<file path="src/rtl/bf_run_ctrl.sv">
// bf core run controller: program load, data RAM clear, gated run
// and print FIFO toward the terminal.
`timescale 1ns/1ps
module bf_run_ctrl #(
    parameter int PRG_AW     = 16,
    parameter int DAT_AW     = 16,
    parameter int FIFO_DEPTH = 8
) (
    input  logic              clock,
    input  logic              reset_n,
    input  logic              cmd_load,
    input  logic              cmd_run,
    input  logic              cmd_stop,
    input  logic              load_valid,
    input  logic [3:0]        load_nib,
    input  logic              load_last,
    output logic              load_ready,
    output logic [PRG_AW-1:0] prg_addr,
    output logic [3:0]        prg_wdata,
    output logic              prg_we,
    input  logic [3:0]        prg_rdata,
    output logic [DAT_AW-1:0] dat_addr,
    output logic [7:0]        dat_wdata,
    output logic              dat_we,
    input  logic [15:0]       core_pc,
    input  logic [15:0]       core_cursor,
    input  logic [7:0]        core_out,
    input  logic              core_we,
    input  logic              core_print,
    output logic              core_ce,
    output logic              core_rst,
    output logic [7:0]        tx_data,
    output logic              tx_valid,
    input  logic              tx_ready,
    output logic              busy,
    output logic              halted,
    output logic [31:0]       run_cycles
);

    localparam int FAW = $clog2(FIFO_DEPTH);
    localparam logic [FAW:0] CNT_HI = (FAW+1)'(FIFO_DEPTH - 2);

    typedef enum logic [2:0] {
        S_IDLE,
        S_LOAD,
        S_CLEAR,
        S_RUN,
        S_DRAIN,
        S_DONE
    } state_t;

    state_t state, state_nx;

    logic [PRG_AW-1:0] ld_ptr;
    logic [DAT_AW-1:0] clr_ptr;
    logic              rst_q;
    logic              ce_q;
    logic              ce;
    logic              push;
    logic              pop;

    logic [7:0] mem [FIFO_DEPTH];
    logic [FAW-1:0] rd_ptr;
    logic [FAW-1:0] wr_ptr;
    logic [FAW:0]   count;

    logic unused_bits;
    assign unused_bits = ^{core_pc, core_cursor};

    always_comb begin
        state_nx   = state;
        load_ready = 1'b0;
        prg_addr   = '0;
        prg_wdata  = '0;
        prg_we     = 1'b0;
        dat_addr   = '0;
        dat_wdata  = '0;
        dat_we     = 1'b0;
        ce         = 1'b0;
        unique case (state)
            S_IDLE, S_DONE: begin
                if (!cmd_stop && cmd_load)
                    state_nx = S_LOAD;
                else if (!cmd_stop && cmd_run)
                    state_nx = S_CLEAR;
            end
            S_LOAD: begin
                load_ready = !cmd_stop;
                prg_addr   = ld_ptr;
                prg_wdata  = load_nib;
                prg_we     = load_valid && !cmd_stop;
                if (cmd_stop)
                    state_nx = S_IDLE;
                else if (load_valid && load_last)
                    state_nx = S_IDLE;
            end
            S_CLEAR: begin
                dat_we   = 1'b1;
                dat_addr = clr_ptr;
                if (cmd_stop)
                    state_nx = S_IDLE;
                else if (&clr_ptr)
                    state_nx = S_RUN;
            end
            S_RUN, S_DRAIN: begin
                prg_addr  = core_pc[PRG_AW-1:0];
                dat_addr  = core_cursor[DAT_AW-1:0];
                dat_wdata = core_out;
                dat_we    = core_we && ce_q;
                if (state == S_RUN) begin
                    // two free slots cover the print still in flight
                    ce = (count <= CNT_HI) && !rst_q;
                    if (cmd_stop)
                        state_nx = S_DRAIN;
                    else if (ce && prg_rdata == 4'hF)
                        state_nx = S_DRAIN;
                end else if (count == '0 && !push) begin
                    state_nx = S_DONE;
                end
            end
            default: state_nx = S_IDLE;
        endcase
    end

    assign push = core_print && ce_q;
    assign pop  = (count != '0) && tx_ready;

    always_ff @(posedge clock or negedge reset_n) begin
        if (!reset_n) begin
            state      <= S_IDLE;
            ld_ptr     <= '0;
            clr_ptr    <= '0;
            rst_q      <= 1'b0;
            ce_q       <= 1'b0;
            run_cycles <= '0;
        end else begin
            state <= state_nx;
            rst_q <= (state == S_CLEAR) && (state_nx == S_RUN);
            ce_q  <= ce;
            if (state != S_LOAD && state_nx == S_LOAD)
                ld_ptr <= '0;
            else if (prg_we)
                ld_ptr <= ld_ptr + PRG_AW'(1);
            if (state != S_CLEAR)
                clr_ptr <= '0;
            else
                clr_ptr <= clr_ptr + DAT_AW'(1);
            if (state != S_CLEAR && state_nx == S_CLEAR)
                run_cycles <= '0;
            else if (ce && run_cycles != '1)
                run_cycles <= run_cycles + 32'd1;
        end
    end

    always_ff @(posedge clock or negedge reset_n) begin
        if (!reset_n) begin
            for (int i = 0; i < FIFO_DEPTH; i++)
                mem[i] <= '0;
            rd_ptr <= '0;
            wr_ptr <= '0;
            count  <= '0;
        end else begin
            if (push) begin
                mem[wr_ptr] <= core_out;
                wr_ptr      <= wr_ptr + FAW'(1);
            end
            if (pop)
                rd_ptr <= rd_ptr + FAW'(1);
            unique case ({push, pop})
                2'b10:   count <= count + (FAW+1)'(1);
                2'b01:   count <= count - (FAW+1)'(1);
                default: count <= count;
            endcase
        end
    end

    assign tx_data  = mem[rd_ptr];
    assign tx_valid = (count != '0);
    assign core_ce  = ce;
    assign core_rst = rst_q;
    assign busy     = (state != S_IDLE) && (state != S_DONE);
    assign halted   = (state == S_DONE);

endmodule

</file>
<file path="config.mk">
export PLATFORM = sky130hd
export DESIGN_NAME = bf_run_ctrl
export DESIGN_NICKNAME = d
export VERILOG_FILES = /design/src/rtl/bf_run_ctrl.sv
export SDC_FILE = /design/constraint.sdc
export NUM_CORES = 1
export LEC_CHECK = 0
export ABC_AREA = 1
export BUFFER_PORTS_ARGS = -buffer_cell sky130_fd_sc_hd__buf_4
export CAP_MARGIN = 20
export CORE_ASPECT_RATIO = 0.5
export CORE_MARGIN = 5
export CORE_UTILIZATION = 56
export CTS_CLUSTER_SIZE = 24
export DETAILED_ROUTE_END_ITERATION = 12
export PLACE_DENSITY_LB_ADDON = 0.12
export SYNTH_ARGS = -nofsm -noshare
export SYNTH_HDL_FRONTEND = slang
export SYNTH_SLANG_ARGS = --single-unit
</file>
<file path="constraint.sdc">
create_clock -name clock -period 3.9 [get_ports clock]
set_input_delay 0.78 -clock clock [delete_from_list [all_inputs] [get_ports clock]]
set_output_delay 0.78 -clock clock [all_outputs]
set_load 0.02 [all_outputs]
</file>
==> results.py, run 1 <==
metrics = {
    "placed_design": {
        "gp_congestion": 0.946,
        "place_ws_ns": 1.13,
        "placed_cells": 1391,
        "portBuffers": 149,
        "placed_area_mm2": 0.00920,
        "dp_hpwl_um": 16000,
    },
    "setup_path": {
        "rr_worst_depth": 10,
        "worstPathCellList": "buf_4, inv_1, nor2_1, o32ai_1, nand2_1, nand2_1, buf_4",
        "path_max_fanout": 34,
        "r2r-end": "count[3]",
        "crit_arrival_ns": 2.43,
        "crit_type": "flop to primary output",
        "endpoint_kind": "primary output",
        "start_kind": "flop",
        "r2r-start": "count[0]",
        "crit_required_ns": 3.12,
        "cpPeakStageDelay_ns": 0.72,
        "slowest_stage": "inv_1",
        "r2r_slack_ns": 1.44,
    },
    "synthesis": {
        "synth_seq_cells": 143,
        "synthTopCellsByArea": "dfrtp_1 45%, nand2_1 16%, nor2_1 8.2%, o21ai_0 6.7%, nand3_1 4.2%",
        "synth_cell_types": 39,
        "yosysSeqAreaShare_pct": 45.0,
        "yosys.area.top_type": "dfrtp_1",
        "synth.most_common_cell": "nand2_1",
        "synth_fp_nets": 1146,
        "yosys_most_used_dff": "dfrtp_1",
        "synth_edf_count": 0,
        "ys_warn_count": 0,
        "synth.top_cell.area_share_pct": 45.0,
        "synth_area_per_cell_um2": 7.37,
        "synth_cells": 1079,
        "synth_common_cells": "337 x nand2_1, 174 x nor2_1, 143 x dfrtp_1, 107 x o21ai_0, 80 x inv_1",
        "netlist_area_mm2": 0.00796,
        "synthArstFlopShare_pct": 100,
    },
    "clock_tree": {
        "tritoncts": "yes",
        "insertion_delay_ns": 0.42,
        "cts_inserted_buffers": 17,
        "cts_sinks": 143,
        "root_buffer": "clkbuf_16",
        "htreeDepth": 4,
        "post_cts_resized": 0,
        "cts_max_path_buffers": 2,
        "path_clk_slew_ns": 0.07,
        "hold_buffers": 0,
        "post_cts_buffers": 0,
    },
    "pwr": {
        "total_power_mw": 5.96,
        "vdd_drop_max_mv": 0.442,
        "total_leakage_power_nw": 4.66,
        "p_per_area_mw_per_mm2": 611,
    },
    "floorplan": {
        "fp.dieArea_mm2": 0.0168,
        "die_y_um": 94.3,
        "core_mm2": 0.0137,
        "initial_utilization_pct": 57.9,
        "dieWidth_um": 179,
        "io_pins": 150,
        "rows": 30,
    },
    "sta": {
        "holdWs_ns": 0.374,
        "slew_violations": 0,
        "setup_viol": 0,
        "finalHoldViolCount": 0,
        "max-slew-margin-rel_pct": 34.9,
        "final.setup_skew_ns": 0.0136,
        "min_period_ns": 3.21,
        "fin_crit_sh_pct": 82.4,
        "setup_ws_ns": 0.685,
        "rsz0062_at_grt": "no",
        "fmaxAchievable_mhz": 311,
        "worst_slew_pin_slew_ns": 0.976,
        "fin_tns_setup_ns": 0,
    },
    "finish": {
        "design_area_mm2": 0.00976,
        "syn2layout_area_growth_pct": 22.6,
        "fin_util_pct": 71.0,
        "stdcell_count": 1423,
        "drive_above_1_share_pct": 18.0,
        "diodes": 0,
        "nets": 1285,
    },
    "drt": {
        "wl_per_cell_um": 15.5,
        "vias_per_cell": 5.43,
        "drt_pass1_iterations": 6,
        "drtAntennaViolNets": 0,
        "vias": 7720,
        "routed_wl_um": 22000,
        "drc": 0,
        "first_iter_violations": 792,
    },
    "run_status": {
        "status": "finished, final reports clean",
    },
    "grt": {
        "grt-ovfl-total": 0,
        "grt_pass1_wl_um": 36000,
        "grt_pass1_vias": 7338,
        "grt_max_degree": 84,
        "antenna_found_initial": 0,
        "grt_usage_pct": 26.8,
    },
    "hold_path": {
        "hp-class": "input pin to async pin",
    },
    "run": {
        "drv_cap": 0,
    },
}
## critical path: cells and delay by family, from the launching register on
kind            cells  cell delay [ns]
flops               1             0.36
buf+inv             3             1.08
simple gates        3             0.24
compound gates      1             0.31
## layout make-up
type	count	area, um2
Fill cell	1162	3980
Multi-Input combinational cell	820	3890
Sequential cell	143	3580
Timing Repair Buffer	154	1170
Clock buffer	18	439
Inverter	82	313
Tap cell	192	240
Clock inverter	14	121
## sequential cells by signal, summed over array words and instances (netlist names)
name / count
run_cycles: 32
count: 4
state: 3
wr_ptr: 3
clr_ptr: 16
ce_q: 1
rd_ptr: 3
mem: 64
core_rst: 1
ld_ptr: 16
## worst max path at each step
stage,slack (ns),endpoint,cells past startpoint,startpoint
2_1_floorplan,1.49,dat_addr[10],5,state[0]
3_3_place_gp,1.26,tx_data[6],7,rd_ptr[0]
3_5_place_dp,1.13,tx_data[0],7,rd_ptr[0]
4_1_cts,0.67,tx_data[0],7,rd_ptr[0]
5_1_grt,0.41,tx_data[0],7,rd_ptr[0]
6_report,0.69,tx_data[0],7,rd_ptr[0]
## metal layers
metal / vias up / track usage [%] / wire length (um)
li1: 3760 / - / -
met1: 3631 / 35.9 / 9640
met2: 291 / 44.1 / 10500
met3: 38 / 5.83 / 1500
met4: 0 / 7.79 / 429
met5: - / 0 / 0
## cell usage in the layout (no fill, tap or decap), types with 3 or more instances in the layout
cell type and instances:
a21oi_1 13, a22o_1 7, buf_4 152, clkbuf_16 17
clkinvlp_4 6, dfrtp_1 143, ha_1 8, inv_1 80
inv_6 3, inv_8 4, nand2_1 337, nand2_2 4
nand3_1 66, nand4_1 7, nor2_1 174, nor2_4 4
nor3_1 8, o21ai_0 107, o21ai_1 3, o21ai_2 18
o32ai_1 16, or2_2 4, xnor2_1 7, xor2_1 24
## cell families after synthesis
kind of cell / synth area share [%]
AO/OA/AOI/OAI: 12.5
XOR/XNOR: 3.41
buffers and inverters: 6.15
multiplexers: 0.142
AND/OR/NAND/NOR: 31.3
flip-flops: 45.0
adder cells (fa/ha/maj): 1.51
## power by group
group	leakage (nW)	total [mW]	switching (mW)	internal, mW
logic	2.44	2.36	1.52	0.841
clock network	0.259	1.55	0.703	0.851
registers	1.96	2.05	0.300	1.75
total	4.66	5.96	2.52	3.44
(Power assumes the default switching activity.)
==> inputs of run 2 (changes only) <==
clock period = 3 ns   (was 3.9 ns; I/O delays follow)
==> results.py, run 2 (synthesis results as in run 1) <==
metrics = {
    "setup_path": {
        "crit_type": "flop to primary output",
        "crit_required_ns": 2.40,
        "start_kind": "flop",
        "crit_arrival_ns": 2.14,
        "endpoint_kind": "primary output",
        "path_max_fanout": 31,
    },
    "drt": {
        "vias_per_cell": 5.45,
        "drtAntennaViolNets": 0,
        "routed_wl_um": 22200,
        "first_iter_violations": 577,
        "vias": 7792,
        "wl_per_cell_um": 15.5,
        "drt_pass1_iterations": 5,
        "drc": 0,
    },
    "sta": {
        "worst_slew_pin_slew_ns": 0.631,
        "final.setup_skew_ns": 0.00973,
        "min_period_ns": 2.74,
        "rsz0062_at_grt": "no",
        "max-slew-margin-rel_pct": 57.9,
        "fin_tns_setup_ns": 0,
        "finalHoldViolCount": 0,
        "slew_violations": 0,
        "fin_crit_sh_pct": 91.3,
        "fmaxAchievable_mhz": 365,
        "setup_viol": 0,
    },
    "clock_tree": {
        "insertion_delay_ns": 0.42,
        "cts_inserted_buffers": 17,
        "htreeDepth": 4,
        "root_buffer": "clkbuf_16",
        "post_cts_buffers": 0,
        "path_clk_slew_ns": 0.06,
        "cts_max_path_buffers": 2,
        "post_cts_resized": 0,
        "tritoncts": "yes",
        "cts_sinks": 143,
        "hold_buffers": 0,
    },
    "floorplan": {
        "dieWidth_um": 179,
        "rows": 30,
        "core_mm2": 0.0137,
        "fp.dieArea_mm2": 0.0168,
        "io_pins": 150,
        "initial_utilization_pct": 57.9,
        "die_y_um": 94.3,
    },
    "grt": {
        "grt_usage_pct": 27.2,
        "grt-ovfl-total": 0,
        "antenna_found_initial": 0,
        "grt_pass1_wl_um": 36800,
        "grt_max_degree": 61,
        "grt_pass1_vias": 7633,
    },
    "pwr": {
        "total_leakage_power_nw": 4.74,
        "vdd_drop_max_mv": 0.504,
        "p_per_area_mw_per_mm2": 812,
    },
    "placed_design": {
        "gp_congestion": 0.939,
        "placed_cells": 1397,
        "dp_hpwl_um": 15900,
        "portBuffers": 149,
        "placed_area_mm2": 0.00925,
    },
    "finish": {
        "nets": 1291,
        "syn2layout_area_growth_pct": 24.3,
        "largest_register_ffs": 64,
        "most-common-layout-cells": "337 x nand2_1, 174 x nor2_1, 157 x buf_4, 143 x dfrtp_1, 107 x o21ai_0",
        "design_area_mm2": 0.00989,
        "final_common_cell": "nand2_1",
        "diodes": 0,
        "top_register": "mem",
        "reg_top3": "mem (64), run_cycles (32)",
        "stdcell_count": 1429,
        "drive_above_1_share_pct": 18.4,
    },
    "hold_path": {
        "hp-class": "input pin to async pin",
    },
    "run": {
        "drv_cap": 0,
    },
    "run_status": {
        "status": "finished, final reports clean",
    },
}
-- run 2: cell count changes in the layout (fill, tap and decap cells not counted), sizes merged --
cell	change
inv	+1
clkinvlp	-5
buf	+6
clkinv	+1
bufinv	+3
-- run 2: metal layers --
metal	up-vias	routed length, um	track usage [%]
li1	3781	-	-
met2	245	11000	46.3
met4	0	391	9.96
met5	-	0	0
met3	37	1250	5.31
met1	3729	9520	34.7
-- run 2: area by class of cell --
type / count / area, um2
multi-input cells: 820 / 3890
fillers: 1112 / 3850
flip-flops and latches: 143 / 3580
repair buffers: 160 / 1230
clock buffers: 18 / 439
inverters: 82 / 313
well taps: 192 / 240
clock inverters: 14 / 193
-- run 2: stage by stage --
step | worst slack, ns | hold WS (ns) | util [%] | total power [mW]
after CTS | 0.288 | 0.0664 | 72.0 | 8.06
after detailed placement | 0.704 | 0.469 | 67.4 | 5.77
after global routing | 0.0933 | 0.0809 | 72.0 | 8.54
after global placement | 0.761 | 0.461 | 67.4 | 5.69
after floorplan | 0.731 | 0.304 | - | 4.69
final | 0.262 | 0.0657 | 72.0 | 8.03
-- run 2: worst paths after layout --
path,start,endpoint,slack [ns],cells after the start
max,state[2],prg_addr[0],0.26,7
min,reset_n,ld_ptr[7],0.07,1
max reg2reg,count[0],count[3],0.73,10
min reg2reg,mem[40],mem[40],0.48,2
max in group asynchronous,reset_n,mem[9],2.20,2
min in group clock,cmd_stop,state[1],0.46,2
-- run 2: worst max-delay path: stages, from the launching register on --
cell     delay, ns
dfrtp_1       0.42
inv_1         0.11
nand3_1       0.16
nand2_1       0.28
buf_4         0.36
nand2_1       0.08
o21ai_0       0.12
buf_4         0.20
-- run 2: report_power, final --
part	internal (mW)	leakage [nW]	switching, mW
combinational	1.14	2.47	2.03
clock	1.36	0.308	0.900
sequential	2.27	1.96	0.331
total	4.77	4.74	3.26
==> inputs of run 3 (changes only) <==
ABC_AREA = 0   (was 1)
==> results.py, run 3 <==
metrics = {
    "finish": {
        "nets": 887,
        "diodes": 0,
        "top_register": "mem",
        "syn2layout_area_growth_pct": 26.9,
        "drive_above_1_share_pct": 36.5,
        "final_common_cell": "buf_4",
        "largest_register_ffs": 64,
        "most-common-layout-cells": "164 x buf_4, 143 x dfrtp_1, 74 x mux2_2, 49 x nor2_1",
        "nFillCells": 960,
        "stdcell_count": 1003,
        "fin_util_pct": 73.8,
        "reg_top3": "mem (64), run_cycles (32)",
    },
    "synthesis": {
        "synthTopCellsByArea": "dfrtp_1 48%, mux2_2 11%, mux4_2 4.8%, a22o_1 3.6%, xnor2_1 2.7%",
        "synth_seq_cells": 143,
        "synth.most_common_cell": "dfrtp_1",
        "yosys_most_used_dff": "dfrtp_1",
        "synth_area_per_cell_um2": 11.2,
        "synthArstFlopShare_pct": 100,
        "synth_cells": 669,
        "ys_warn_count": 0,
        "synth_common_cells": "143 x dfrtp_1, 74 x mux2_2, 49 x nor2_1, 31 x a22o_1, 31 x nand2_1",
        "yosys.area.top_type": "dfrtp_1",
        "synth_cell_types": 62,
        "netlist_area_mm2": 0.00747,
        "synth_edf_count": 0,
        "synth_fp_nets": 736,
        "synth.top_cell.area_share_pct": 47.9,
        "yosysSeqAreaShare_pct": 47.9,
    },
    "pwr": {
        "p_per_area_mw_per_mm2": 700,
        "vdd_drop_max_mv": 0.460,
        "switchingPower_mw": 2.20,
        "p_int_mw": 4.43,
        "seq_power_share_pct": 36.3,
        "power_frac_clock_pct": 34.4,
        "p_sw_share_pct": 33.2,
        "total_leakage_power_nw": 4.43,
        "pwr-share-comb_pct": 29.2,
    },
    "setup_path": {
        "r2r_slack_ns": 0.43,
        "crit_arrival_ns": 2.18,
        "rr_worst_depth": 5,
        "r2r-end": "run_cycles[25]",
        "path_max_fanout": 16,
        "r2r-start": "run_cycles[8]",
        "crit_type": "flop to primary output",
        "endpoint_kind": "primary output",
        "start_kind": "flop",
        "crit_required_ns": 2.40,
    },
    "floorplan": {
        "dieWidth_um": 173,
        "io_pins": 150,
        "die_y_um": 91.7,
        "fp.dieArea_mm2": 0.0159,
        "core_mm2": 0.0128,
        "initial_utilization_pct": 58.1,
        "rows": 29,
    },
    "sta": {
        "setup_viol": 0,
        "fin_tns_setup_ns": 0,
        "fmaxAchievable_mhz": 360,
        "rsz0062_at_grt": "no",
        "worst_slew_pin_slew_ns": 0.717,
        "slew_violations": 0,
        "setup_ws_ns": 0.222,
        "fin_crit_sh_pct": 92.6,
        "final.setup_skew_ns": 0.0137,
        "min_period_ns": 2.78,
        "finalHoldViolCount": 0,
        "max-slew-margin-rel_pct": 52.2,
    },
    "grt": {
        "antenna_found_initial": 0,
        "grt_usage_pct": 23.7,
        "grt-ovfl-total": 0,
        "grt_pass1_vias": 5877,
        "grt_pass1_wl_um": 30600,
        "grt_max_degree": 77,
    },
    "clock_tree": {
        "post_cts_buffers": 0,
        "htreeDepth": 4,
        "root_buffer": "clkbuf_16",
        "cts_sinks": 143,
        "cts_max_path_buffers": 2,
        "post_cts_resized": 0,
        "insertion_delay_ns": 0.42,
        "cts_inserted_buffers": 17,
        "tritoncts": "yes",
        "hold_buffers": 0,
        "path_clk_slew_ns": 0.06,
    },
    "placed_design": {
        "placed_cells": 971,
        "dp_hpwl_um": 12900,
        "place_ws_ns": 0.472,
        "gp_congestion": 0.857,
        "portBuffers": 149,
    },
    "run_status": {
        "status": "finished, final reports clean",
    },
    "drt": {
        "wl_per_cell_um": 18.6,
        "vias_per_cell": 6.00,
        "drc": 0,
        "first_iter_violations": 424,
        "drt_pass1_iterations": 4,
        "vias": 6016,
        "routed_wl_um": 18700,
        "drtAntennaViolNets": 0,
    },
    "run": {
        "drv_cap": 0,
    },
    "hold_path": {
        "hp-class": "input pin to async pin",
    },
}
==> run 3: cell types whose count changed after synthesis, moves of 17 or more <==
cell | before | now
nor2_1 | 174 | 49
mux2_2 | 1 | 74
inv_1 | 80 | 15
o21ai_2 | 18 | 0
o21ai_0 | 107 | 15
nand2_1 | 337 | 31
and2_1 | 0 | 18
nand3_1 | 66 | 24
or4_1 | 0 | 17
a22o_1 | 7 | 31
==> run 3: metal layers <==
metal | vias up | part of all wire (%) | global-route usage [%] | routed length [um]
met5 | - | 0 | 0 | 0
met4 | 0 | 1.5 | 7.23 | 276
met3 | 30 | 5.9 | 5.46 | 1100
met2 | 178 | 48 | 38.1 | 9020
met1 | 3019 | 44 | 32.5 | 8260
li1 | 2789 | - | - | -
==> run 3: per-stage QoR <==
stage	power, mW	area (um2)	hold WS (ns)
floorplan	3.60	7470	0.304
global placement	4.32	8840	0.479
detailed placement	4.37	8840	0.477
CTS	6.68	9480	0.235
global route	6.95	9480	0.276
finish	6.64	9480	0.210
==> run 3: cell type report <==
| type | instances | area (um2) | area share, % |
|---|---|---|---|
| Inverter | 16 | 60.1 | 0.634 |
| Clock buffer | 18 | 429 | 4.53 |
| Tap cell | 170 | 213 | 2.24 |
| Clock inverter | 14 | 205 | 2.16 |
| Sequential cell | 143 | 3580 | 37.8 |
| Multi-Input combinational cell | 475 | 3710 | 39.1 |
| Timing Repair Buffer | 167 | 1280 | 13.5 |
==> run 3: power groups by stage <==
stage / Combinational, mW / Clock (mW) / Sequential [mW]
final: 1.94 / 2.29 / 2.41
after global routing: 2.10 / 2.40 / 2.44
after CTS: 1.96 / 2.31 / 2.40
after detailed placement: 1.94 / 0 / 2.43
after global placement: 1.91 / 0 / 2.41
after floorplan: 1.23 / 0 / 2.37
==> run 3: how the worst max path moves through the flow <==
stage	start	endpoint	slack, ns	cells past startpoint
2_1_floorplan	rd_ptr[0]	tx_data[0]	0.22	4
3_3_place_gp	count[3]	count[3]	0.53	9
3_5_place_dp	count[3]	count[3]	0.47	9
4_1_cts	rd_ptr[0]	tx_data[3]	0.20	4
5_1_grt	state[0]	prg_addr[11]	0.09	4
6_report	state[0]	prg_addr[11]	0.22	4
==> run 3: kinds of logic after synthesis <==
| group | count (synthesis) | share of synthesized area (%) |
|---|---|---|
| multiplexers | 93 | 16.4 |
| adder cells (fa/ha/maj) | 9 | 1.61 |
| AND/OR/NAND/NOR | 225 | 16.4 |
| flip-flops | 143 | 47.9 |
| XOR/XNOR | 36 | 4.22 |
| buffers and inverters | 51 | 2.68 |
| AO/OA/AOI/OAI | 112 | 10.8 |
==> run 3: worst max-delay path: stages, from the launching register on <==
cell     delay [ns]
dfrtp_1        0.55
nor3b_2        0.59
buf_4          0.32
a22o_1         0.17
buf_4          0.14
